`config.mk`:
```
export PLATFORM = sky130hd
export DESIGN_NAME = mem_port_arbiter
export DESIGN_NICKNAME = d
export VERILOG_FILES = /design/src/rtl/mem_port_arbiter.sv
export SDC_FILE = /design/constraint.sdc
export NUM_CORES = 1
export LEC_CHECK = 0
export ABC_AREA = 1
export CAP_MARGIN = 40
export CORE_ASPECT_RATIO = 0.75
export CORE_MARGIN = 2
export CORE_UTILIZATION = 48
export CTS_BUF_LIST = sky130_fd_sc_hd__clkbuf_4
export DETAILED_ROUTE_END_ITERATION = 6
export PLACE_DENSITY = 0.89
export SYNTH_ARGS = -nofsm -noshare
export SYNTH_HDL_FRONTEND = slang
export SYNTH_SLANG_ARGS = --single-unit
```
`constraint.sdc`:
```
create_clock -name clk -period 9.29 [get_ports clk]
set_input_delay 1.858 -clock clk [delete_from_list [all_inputs] [get_ports clk]]
set_output_delay 1.858 -clock clk [all_outputs]
set_load 0.01 [all_outputs]
```
`src/rtl/mem_port_arbiter.sv`:
```
// Two-master round-robin arbiter for the shared instruction/data memory port.
// Master 0 is the CPU memory interface, master 1 the loader/DMA; accesses are watchdog-limited.
module mem_port_arbiter #(
    parameter int AW      = 32,
    parameter int DW      = 32,
    parameter int TIMEOUT = 16
) (
    input  logic          clk,
    input  logic          reset,
    input  logic          m0_req,
    input  logic          m0_we,
    input  logic [AW-1:0] m0_addr,
    input  logic [DW-1:0] m0_wdata,
    output logic [DW-1:0] m0_rdata,
    output logic          m0_done,
    output logic          m0_err,
    input  logic          m1_req,
    input  logic          m1_we,
    input  logic [AW-1:0] m1_addr,
    input  logic [DW-1:0] m1_wdata,
    output logic [DW-1:0] m1_rdata,
    output logic          m1_done,
    output logic          m1_err,
    output logic          mem_req,
    output logic          mem_we,
    output logic [AW-1:0] mem_addr,
    output logic [DW-1:0] mem_wdata,
    input  logic [DW-1:0] mem_rdata,
    input  logic          mem_ready,
    output logic          busy,
    output logic          owner
);

    typedef enum logic [1:0] {
        S_IDLE   = 2'd0,
        S_ACCESS = 2'd1,
        S_RESP   = 2'd2
    } state_t;

    // Counter holds TIMEOUT-1 at most; TIMEOUT is limited to 2..255.
    localparam logic [7:0] WAIT_LAST = 8'(TIMEOUT - 1);

    state_t                 state_q, state_d;
    logic                   owner_q, owner_d;
    logic                   last_q, last_d;
    logic [7:0]             cnt_q, cnt_d;
    logic                   mem_we_q, mem_we_d;
    logic [AW-1:0]          mem_addr_q, mem_addr_d;
    logic [DW-1:0]          mem_wdata_q, mem_wdata_d;
    logic [1:0][DW-1:0]     rdata_q, rdata_d;
    logic [1:0]             done_q, done_d;
    logic [1:0]             err_q, err_d;

    logic grant_vld, grant_id, wait_expired;

    // A tie goes to whoever was not served last; a lone requester always wins.
    assign grant_vld    = m0_req | m1_req;
    assign grant_id     = (m0_req & m1_req) ? ~last_q : m1_req;
    assign wait_expired = (cnt_q == WAIT_LAST);

    always_ff @(posedge clk or posedge reset) begin
        if (reset) state_q <= S_IDLE;
        else       state_q <= state_d;
    end

    always_comb begin
        state_d = state_q;
        case (state_q)
            S_IDLE:   if (grant_vld) state_d = S_ACCESS;
            S_ACCESS: if (mem_ready || wait_expired) state_d = S_RESP;
            S_RESP:   state_d = S_IDLE;
            default:  state_d = S_IDLE;
        endcase
    end

    // Strobe comes straight from the state so a reset drops it without waiting for a clock.
    always_comb begin
        mem_req = (state_q == S_ACCESS);
        busy    = (state_q != S_IDLE);
    end

    always_comb begin
        owner_d     = owner_q;
        last_d      = last_q;
        cnt_d       = cnt_q;
        mem_we_d    = mem_we_q;
        mem_addr_d  = mem_addr_q;
        mem_wdata_d = mem_wdata_q;
        rdata_d     = rdata_q;
        done_d      = '0;
        err_d       = '0;
        case (state_q)
            S_IDLE: begin
                if (grant_vld) begin
                    owner_d     = grant_id;
                    cnt_d       = '0;
                    mem_we_d    = grant_id ? m1_we    : m0_we;
                    mem_addr_d  = grant_id ? m1_addr  : m0_addr;
                    mem_wdata_d = grant_id ? m1_wdata : m0_wdata;
                end
            end
            S_ACCESS: begin
                if (mem_ready) begin
                    if (!mem_we_q) rdata_d[owner_q] = mem_rdata;
                    done_d[owner_q] = 1'b1;
                    mem_we_d        = 1'b0;
                end else if (wait_expired) begin
                    // Aborted reads return zero so stale data is never mistaken for a result.
                    if (!mem_we_q) rdata_d[owner_q] = '0;
                    done_d[owner_q] = 1'b1;
                    err_d[owner_q]  = 1'b1;
                    mem_we_d        = 1'b0;
                end else begin
                    cnt_d = cnt_q + 8'd1;
                end
            end
            S_RESP:  last_d = owner_q;
            default: ;
        endcase
    end

    always_ff @(posedge clk or posedge reset) begin
        if (reset) begin
            owner_q     <= 1'b0;
            last_q      <= 1'b1;
            cnt_q       <= '0;
            mem_we_q    <= 1'b0;
            mem_addr_q  <= '0;
            mem_wdata_q <= '0;
            rdata_q     <= '0;
            done_q      <= '0;
            err_q       <= '0;
        end else begin
            owner_q     <= owner_d;
            last_q      <= last_d;
            cnt_q       <= cnt_d;
            mem_we_q    <= mem_we_d;
            mem_addr_q  <= mem_addr_d;
            mem_wdata_q <= mem_wdata_d;
            rdata_q     <= rdata_d;
            done_q      <= done_d;
            err_q       <= err_d;
        end
    end

    assign owner     = owner_q;
    assign mem_we    = mem_we_q;
    assign mem_addr  = mem_addr_q;
    assign mem_wdata = mem_wdata_q;
    assign m0_rdata  = rdata_q[0];
    assign m1_rdata  = rdata_q[1];
    assign m0_done   = done_q[0];
    assign m1_done   = done_q[1];
    assign m0_err    = err_q[0];
    assign m1_err    = err_q[1];

endmodule

```
==> run metrics, run 1 <==
initial antenna violation count=1; final hold vios=0; Worst setup SP type=flip-flop; pin count of the biggest net entering global routing=82; Sum Neg Setup Slack=0 ns; first-pass GRT wire length=38800 µm; CTS hold repair buffers=0; Crit path buffers/inverters=2; number of core rows=38; Hold/Removal Path Class=flip-flop to flip-flop; Post-synth ARST share=100%; final max-slew violation count=0; DRT Wirelength=23900 µm; CP max FO=4; Peak VDD IR=about 0.00016 V; Post-CTS Resized=0; unrepaired setup endpoints after global routing=no; Setup crit end kind=output pin; Clock Latency Late Sink=around 0.54 ns; post-route ant nets=0; Final nets=around 1300; clk sinks=145; Yosys reg bits=145; Crit-path slowest cell=clkdlybuf4s50_1; gp weighted congestion=0.875; Top Family by Delay on Critical Path=buffers and inverters; status=finished, final reports clean; Total GRT Usage=29.7%; CTS tree=done; PortBufs=~300; Yosys cell types=30; WP data required=between 7 and 8 ns; Tightest Pin Transition=around 0.83 ns; core area=14600 µm²; Final period util=about two fifths; via count=between 7000 and 8000; Tmin final=3.80 ns; DRC Markers=0; # Max-Cap Violations=0; CTS root buffer=clkbuf_4; fmax=approximately 260 MHz; depth of the CTS H-tree=4; Wirelength per Cell=17.2 µm; Cell Area, Placed=a little over 10000 µm²; Arrival @ worst endpoint=1.94 ns; Yosys warnings=0; Slew HR=roughly 45%; Mapped Area=~7300 µm²; critical-path cell list=nor2_1, inv_1, clkdlybuf4s50_1; critical path's largest stage delay=0.52 ns; leakage power total=roughly 0.0047 µW; die height=around 110 µm; num ports=about 300; die width=146 µm; Clock Path Buffers=2; post-synthesis cell count=918; Final Cell Area=about 11000 µm²; Post-CTS Setup Inserts=0; vias in the first global route=roughly 7300; sequential area share after synthesis=50.0%; Power Density=285 nW/µm²; Num CTS Buffers=17; Initial DRC Count=around 800; die area=16100 µm²; WS Path Type=flip-flop to output pin; Post-synth EDFFs=0; gr ovfl total=0; Via density=roughly 5.5; synth-to-layout area growth=45.7%; HPWL after DPL=16600 µm; average cell area after synthesis=7.91 µm²; Starting Density=around half; Post-Syn Nets=approximately 1100; final setup fails=0; clk_skew=roughly 0.027 ns; Pre-antenna DRT Iters=5; CTS clk-pin slew, worst paths=0.13 ns; layout cells sized above 1=under 10%; Main synth FF type=dfrtp_1
==> worst register-to-register path, cell delays in order, from the launching register on <==
cell	delay [ns]
dfrtp_1	0.46
inv_2	0.31
nand2_2	0.13
buf_4	0.54
nand4_4	0.57
nand2_1	0.24
nand2_1	0.06
==> per-stage QoR <==
step / util (%) / std cells / hold WS (ns) / power, µW / setup WS [ns]
finish: 72.2 / 1390 / 0.499 / 3010 / 5.49
detailed placement: 70.1 / 1357 / 0.473 / 2570 / 5.22
CTS: 72.2 / 1389 / 0.504 / 3010 / 5.45
floorplan: - / 918 / 0.490 / 1800 / 3.54
global placement: 69.7 / 1354 / 0.465 / 2510 / 4.97
global route: 72.2 / 1390 / 0.522 / 3200 / 5.39
==> flip-flops by register name, summed over array words and instances (netlist names) <==
name / cells
err_q: 2
cnt_q: 8
owner: 1
state_q: 2
mem_we: 1
m0_rdata: 32
done_q: 2
mem_addr: 32
last_q: 1
m1_rdata: 32
mem_wdata: 32
==> Yosys cell counts (all sizes together), types with 2 or more instances <==
cell type	number	area (µm²)
nand2	250	941
nor4	2	12.5
o21ai	198	995
nor2	79	320
dfrtp	144	3600
nand4	68	455
a21oi	2	10.0
clkbuf	30	113
nand3	48	245
buf	44	304
inv	45	169
==> final cells by class <==
class,count,area [µm²]
fill,1132,4070
sequential,145,3630
timing repair buffer,313,3150
multi-input combinational,653,3060
tap,200,250
clock inverter,15,180
inverter,46,178
clock buffer,17,128
antenna,1,2.50
==> placed cells by master (no fill, tap or decap), types with 3 or more instances in the layout <==
cell type and instances:
buf_4 8, clkbuf_4 17, nand4_1 66, clkdlybuf4s50_1 302
nand2_1 245, nor2_2 3, bufinv_16 3, inv_6 5
nor2_1 75, o21ai_1 61, dfrtp_1 144, nand3_1 47
inv_1 40, o21ai_0 136, clkinv_4 3, inv_2 4
nand2_2 5
==> kinds of logic (layout without fill, tap and decap cells) <==
logic type	after synthesis	after routing	share of synthesized area, %
other cells	0	1	0
compound gates	202	202	14.2
fa+ha+maj	1	1	0.172
flops	145	145	50.0
buf+inv	120	391	8.12
simple gates	448	448	27.3
xor+xnor	2	2	0.241
==> routing by layer <==
| metal | vias to the layer above | wire length (µm) | global-route usage, % |
|---|---|---|---|
| li1 | 3590 | - | - |
| met1 | 3640 | 9710 | 38.1 |
| met2 | 367 | 11900 | 49.6 |
| met3 | 39 | 1860 | 8.22 |
| met4 | 0 | 505 | 7.90 |
| met5 | - | 0 | 0 |
==> path summary, 6_finish.rpt <==
path / endpoint / slack [ns] / start / depth (start not counted)
setup / recovery: busy / 5.49 / state_q[1] / 3
hold / removal: mem_wdata[3] / 0.50 / mem_wdata[3] / 2
setup reg to reg: m1_rdata[11] / 6.87 / owner / 6
hold reg to reg: mem_wdata[3] / 0.50 / mem_wdata[3] / 2
max in group asynchronous: cnt_q[5] / 6.15 / reset / 3
min in group asynchronous: mem_addr[19] / 1.81 / reset / 2
==> power by group <==
part           leakage, µW  internal [µW]  switching, µW  total (µW)
clock             0.000161            189            248         437
sequential         0.00186            890            193        1080
combinational      0.00271            692            797        1490
total              0.00473           1770           1240        3010
(Power assumes the default switching activity.)
==> inputs of run 2 (changes only) <==
--- a/config.mk
+++ b/config.mk
@@ -9,10 +9,10 @@
 export CAP_MARGIN = 40
 export CORE_ASPECT_RATIO = 0.75
 export CORE_MARGIN = 2
-export CORE_UTILIZATION = 48
+export CORE_UTILIZATION = 45
 export CTS_BUF_LIST = sky130_fd_sc_hd__clkbuf_4
 export DETAILED_ROUTE_END_ITERATION = 6
-export PLACE_DENSITY = 0.89
+export PLACE_DENSITY = 0.84
 export SYNTH_ARGS = -nofsm -noshare
 export SYNTH_HDL_FRONTEND = slang
 export SYNTH_SLANG_ARGS = --single-unit
==> constraint.sdc (replaced) <==
create_clock -name clk -period 3.6 [get_ports clk]
set_input_delay 0.72 -clock clk [delete_from_list [all_inputs] [get_ports clk]]
set_output_delay 0.72 -clock clk [all_outputs]
set_load 0.01 [all_outputs]
==> run metrics, run 2 (synthesis gave the netlist of run 1 again) <==
HPWL after DPL=~16000 µm; Final period util=between 70% and 80%; power share of the clock group=approximately 14%; clk_skew=between 0.02 and 0.025 ns; Power Density=around 730 nW/µm²; CTS root buffer=clkbuf_4; Via density=approximately 5.4; placed insts=roughly 1400; Total GRT Usage=between 20% and 30%; via count=between 7000 and 8000; WS Path Type=flip-flop to output pin; Final Cell Area=10600 µm²; Initial DRC Count=800; Worst setup SP type=flip-flop; Arrival @ worst endpoint=roughly 2 ns; clk sinks=145; commonest non-fill, non-tap cell in the layout=clkdlybuf4s50_1; CTS hold repair buffers=0; Pre-antenna DRT Iters=5; status=finished, final reports clean; Tmin final=between 2 and 3 ns; DRC Markers=0; final setup fails=0; CP max FO=4; Peak VDD IR=roughly 0.00036 V; final max-slew violation count=0; num ports=~300; die width=151 µm; core area=~16000 µm²; synth-to-layout area growth=45.4%; initial antenna violation count=1; # Max-Cap Violations=0; Int Power=~4500 µW; Starting Density=between 40% and 50%; Clock Latency Late Sink=about 0.57 ns; die height=between 100 and 150 µm; switching power=approximately 3200 µW; pre-CTS WS=between 1 and 1.5 ns; CTS clk-pin slew, worst paths=0.12 ns; final hold vios=0; Post-CTS Resized=0; CTS tree=done; die area=between 15000 and 20000 µm²; Num CTS Buffers=17; gp weighted congestion=just over 0.9; Final nets=around 1300; sequential share of power=between 30% and 40%; Post-CTS Setup Inserts=0; Sum Neg Setup Slack=0 ns; DRT Wirelength=24400 µm; Wirelength per Cell=between 15 and 20 µm; PortBufs=302; Clock Path Buffers=2; Comb power frac=about half; Cell Area, Placed=roughly 10000 µm²; WP data required=between 2 and 3 ns; first-pass GRT wire length=between 30000 and 40000 µm; final std cells w/o fill=1400; vias in the first global route=roughly 7200; number of core rows=40; layout cells sized above 1=between 5 and 6%; depth of the CTS H-tree=4; Power, Total=7730 µW; unrepaired setup endpoints after global routing=no; fmax=375 MHz; gr ovfl total=0; switching share of power=roughly two fifths; leakage power total=approximately 0.0047 µW; FILL cells=approximately 1300; Hold/Removal Path Class=flip-flop to flip-flop; Tightest Pin Transition=0.811 ns; commonest cells after routing, fill and taps aside=clkdlybuf4s50_1 (302), nand2_1 (245), dfrtp_1 (144), o21ai_0 (136), nor2_1 (75); Setup crit end kind=output pin; pin count of the biggest net entering global routing=~150; worst setup margin=~0.93 ns; post-route ant nets=0; Slew HR=a little under half
[run 2: cell type report]
cell class,count,area [µm²],area share [%]
Sequential cell,145,3630,34.4
Inverter,46,176,1.67
Clock inverter,15,168,1.59
Clock buffer,17,128,1.21
Multi-Input combinational cell,653,3060,29.0
Antenna cell,1,2.50,0.0237
Timing Repair Buffer,313,3130,29.7
Tap cell,210,263,2.49
[run 2: power by group through the flow]
stage	logic [µW]	registers, µW	clock network [µW]
6_report	3870	2770	1100
5_1_grt	4190	2850	1200
4_1_cts	3870	2760	1120
3_5_place_dp	3850	2790	0
3_3_place_gp	3790	2770	0
2_1_floorplan	1630	3030	0
[run 2: final timing paths]
| path | startpoint | to | slack (ns) | depth (start not counted) |
|---|---|---|---|---|
| setup / recovery | state_q[1] | busy | 0.93 | 3 |
| hold / removal | mem_addr[6] | mem_addr[6] | 0.50 | 2 |
| setup reg to reg | owner | m0_rdata[31] | 1.41 | 6 |
| hold reg to reg | mem_addr[6] | mem_addr[6] | 0.50 | 2 |
| max in group asynchronous | reset | m1_rdata[12] | 2.27 | 3 |
| min in group asynchronous | reset | m1_rdata[27] | 0.71 | 3 |
[run 2: worst max-delay path, cell delays in order, from the launching register on]
cell	delay, ns
dfrtp_1	0.48
nor2_1	0.35
inv_1	0.08
clkdlybuf4s50_1	0.50
[run 2: through the flow]
| stage | utilization [%] | hold slack (ns) |
|---|---|---|
| 3_3_place_gp | 64.5 | 0.466 |
| 4_1_cts | 66.3 | 0.504 |
| 5_1_grt | 66.3 | 0.522 |
| 3_5_place_dp | 64.5 | 0.476 |
| 6_report | 66.3 | 0.497 |
| 2_1_floorplan | - | 0.490 |
[run 2: layer usage]
metal  part of all wire, %  global-route usage (%)  routed length, µm
met5                     0                       0                  0
met4                   3.9                    13.2                962
met3                   7.9                    7.32               1920
met2                    46                    44.2              11200
met1                    42                    38.3              10300
==> inputs of run 3 (changes only) <==
--- a/config.mk
+++ b/config.mk
@@ -9,10 +9,10 @@
 export CAP_MARGIN = 40
 export CORE_ASPECT_RATIO = 0.75
 export CORE_MARGIN = 2
-export CORE_UTILIZATION = 45
+export CORE_UTILIZATION = 40
 export CTS_BUF_LIST = sky130_fd_sc_hd__clkbuf_4
 export DETAILED_ROUTE_END_ITERATION = 6
-export PLACE_DENSITY = 0.84
+export PLACE_DENSITY = 0.79
 export SYNTH_ARGS = -nofsm -noshare
 export SYNTH_HDL_FRONTEND = slang
 export SYNTH_SLANG_ARGS = --single-unit
==> constraint.sdc (replaced) <==
create_clock -name clk -period 2.15 [get_ports clk]
set_input_delay 0.43 -clock clk [delete_from_list [all_inputs] [get_ports clk]]
set_output_delay 0.43 -clock clk [all_outputs]
set_load 0.01 [all_outputs]
==> run metrics, run 3 (synthesis gave the netlist of run 1 again) <==
Reg2Reg Launch Point=cnt_q[0]; unrepaired setup endpoints after global routing=no; Arrival @ worst endpoint=1.59 ns; CTS tree=done; Setup crit end=owner; core area=between 15000 and 20000 µm²; Worst setup SP type=flip-flop; leakage power total=0.00482 µW; power share of the clock group=~14%; critical path's largest stage delay=between 0.5 and 0.6 ns; # Max-Cap Violations=0; sequential share of power=about a third; CP max FO=5; clk_skew=0.0222 ns; clk sinks=around 150; die width=about 160 µm; Top Family by Delay on Critical Path=buffers and inverters; post-route ant nets=0; Clock Path Buffers=2; status=finished, final reports clean; critical path depth=1; switching share of power=between 40 and 50%; pre-CTS WS=roughly 0.11 ns; Crit-path slowest cell=clkdlybuf4s50_1; layout cells sized above 1=between 6 and 7%; final hold vios=0; commonest non-fill, non-tap cell in the layout=clkdlybuf4s50_1; Num CTS Buffers=17; Initial DRC Count=~630; Hold/Removal Path Class=input pin to asynchronous set/reset pin; reg2reg path depth=7; final setup fails=0; Pre-antenna DRT Iters=5; worst setup path start=owner; PortBufs=a little over 300; switching power=5380 µW; Total GRT Usage=approximately a quarter; Crit path buffers/inverters=1; Slew HR=69.5%; via count=about 7500; Clock Latency Late Sink=between 0.5 and 0.6 ns; CTS root buffer=clkbuf_4; Tmin final=approximately 2.0 ns; number of core rows=42; initial antenna violation count=1; final max-slew violation count=0; gp weighted congestion=0.886; depth of the CTS H-tree=4; CTS clk-pin slew, worst paths=around 0.13 ns; WP data required=1.72 ns; Tightest Pin Transition=about 0.46 ns; RR Endpoint=m0_rdata[15]; pin count of the biggest net entering global routing=82; gr ovfl total=0; HPWL after DPL=16300 µm; DRC Markers=0; Comb power frac=50.7%; Final nets=~1400; worst setup margin=~0.13 ns; DRT Wirelength=24200 µm; WS Path Type=flip-flop to output pin; Power Density=1230 nW/µm²; vias in the first global route=7166; flop2flop setup slack=between 0.4 and 0.5 ns; CTS hold repair buffers=0; synth-to-layout area growth=49.1%; critical-path cell list=clkdlybuf4s50_1; Starting Density=around two fifths; fmax=between 400 and 500 MHz; num ports=303; Final period util=a little over nine tenths; Final Cell Area=around 11000 µm²; first-pass GRT wire length=~39000 µm; Int Power=7900 µW; die area=a little under 20000 µm²; die height=around 120 µm; Via density=~5.2; commonest cells after routing, fill and taps aside=clkdlybuf4s50_1 (300), nand2_1 (245), dfrtp_1 (143), o21ai_0 (136), nor2_1 (74); Setup crit end kind=output pin; Peak VDD IR=0.000644 V; Cell Area, Placed=around 10000 µm²; FILL cells=between 1500 and 2000; Wirelength per Cell=16.7 µm
==> run 3: worst min-delay path by stage <==
stage                            start            to  slack [ns]  cells past startpoint
after CTS                        reset  m0_rdata[21]        0.32                      3
after floorplan               cnt_q[0]      cnt_q[0]        0.49                      1
after global routing             reset  m1_rdata[13]        0.34                      3
after detailed placement  mem_addr[28]  mem_addr[28]        0.48                      2
final                            reset  m0_rdata[13]        0.35                      3
after global placement    mem_wdata[7]  mem_wdata[7]        0.47                      2
==> run 3: stage by stage <==
stage | TNS (ns) | power, µW | utilization, % | hold slack, ns | cells
2_1_floorplan | -14.14 | 7800 | - | 0.490 | 918
3_3_place_gp | 0 | 11300 | 59.2 | 0.467 | 1411
3_5_place_dp | 0 | 11400 | 59.2 | 0.476 | 1411
4_1_cts | 0 | 13300 | 61.1 | 0.323 | 1445
5_1_grt | 0 | 14200 | 61.1 | 0.338 | 1447
6_report | 0 | 13300 | 61.1 | 0.350 | 1447
==> run 3: layer usage <==
layer,global-route usage (%),up-vias,part of all wire [%],wire (µm)
li1,-,3613,-,-
met1,34.8,3503,44,10600
met2,39.3,324,47,11300
met3,6.42,30,7.5,1820
met4,8.18,0,1.8,444
met5,0,-,0,0
==> run 3: power groups by stage <==
stage,clock network (µW),registers (µW),logic [µW]
after CTS,1940,4640,6750
after floorplan,0,5080,2720
after global routing,2060,4800,7320
after detailed placement,0,4680,6710
after global placement,0,4660,6610
final,1890,4650,6730
==> run 3: timing repair <==
action | in CTS | in global routing
resized for setup | 5 | 0
cloned | 0 | 0
setup buffers | 2 | 1
pin swaps | 0 | 1
setup endpoints to repair | 2 | 1
==> run 3: cell type report <==
type,count,area (µm²),area share [%]
clock inverters,13,160,1.48
well taps,242,303,2.80
multi-input cells,653,3070,28.3
diodes,1,2.50,0.0231
flip-flops and latches,145,3630,33.5
repair buffers,328,3340,30.9
clock buffers,19,143,1.32
inverters,46,176,1.63
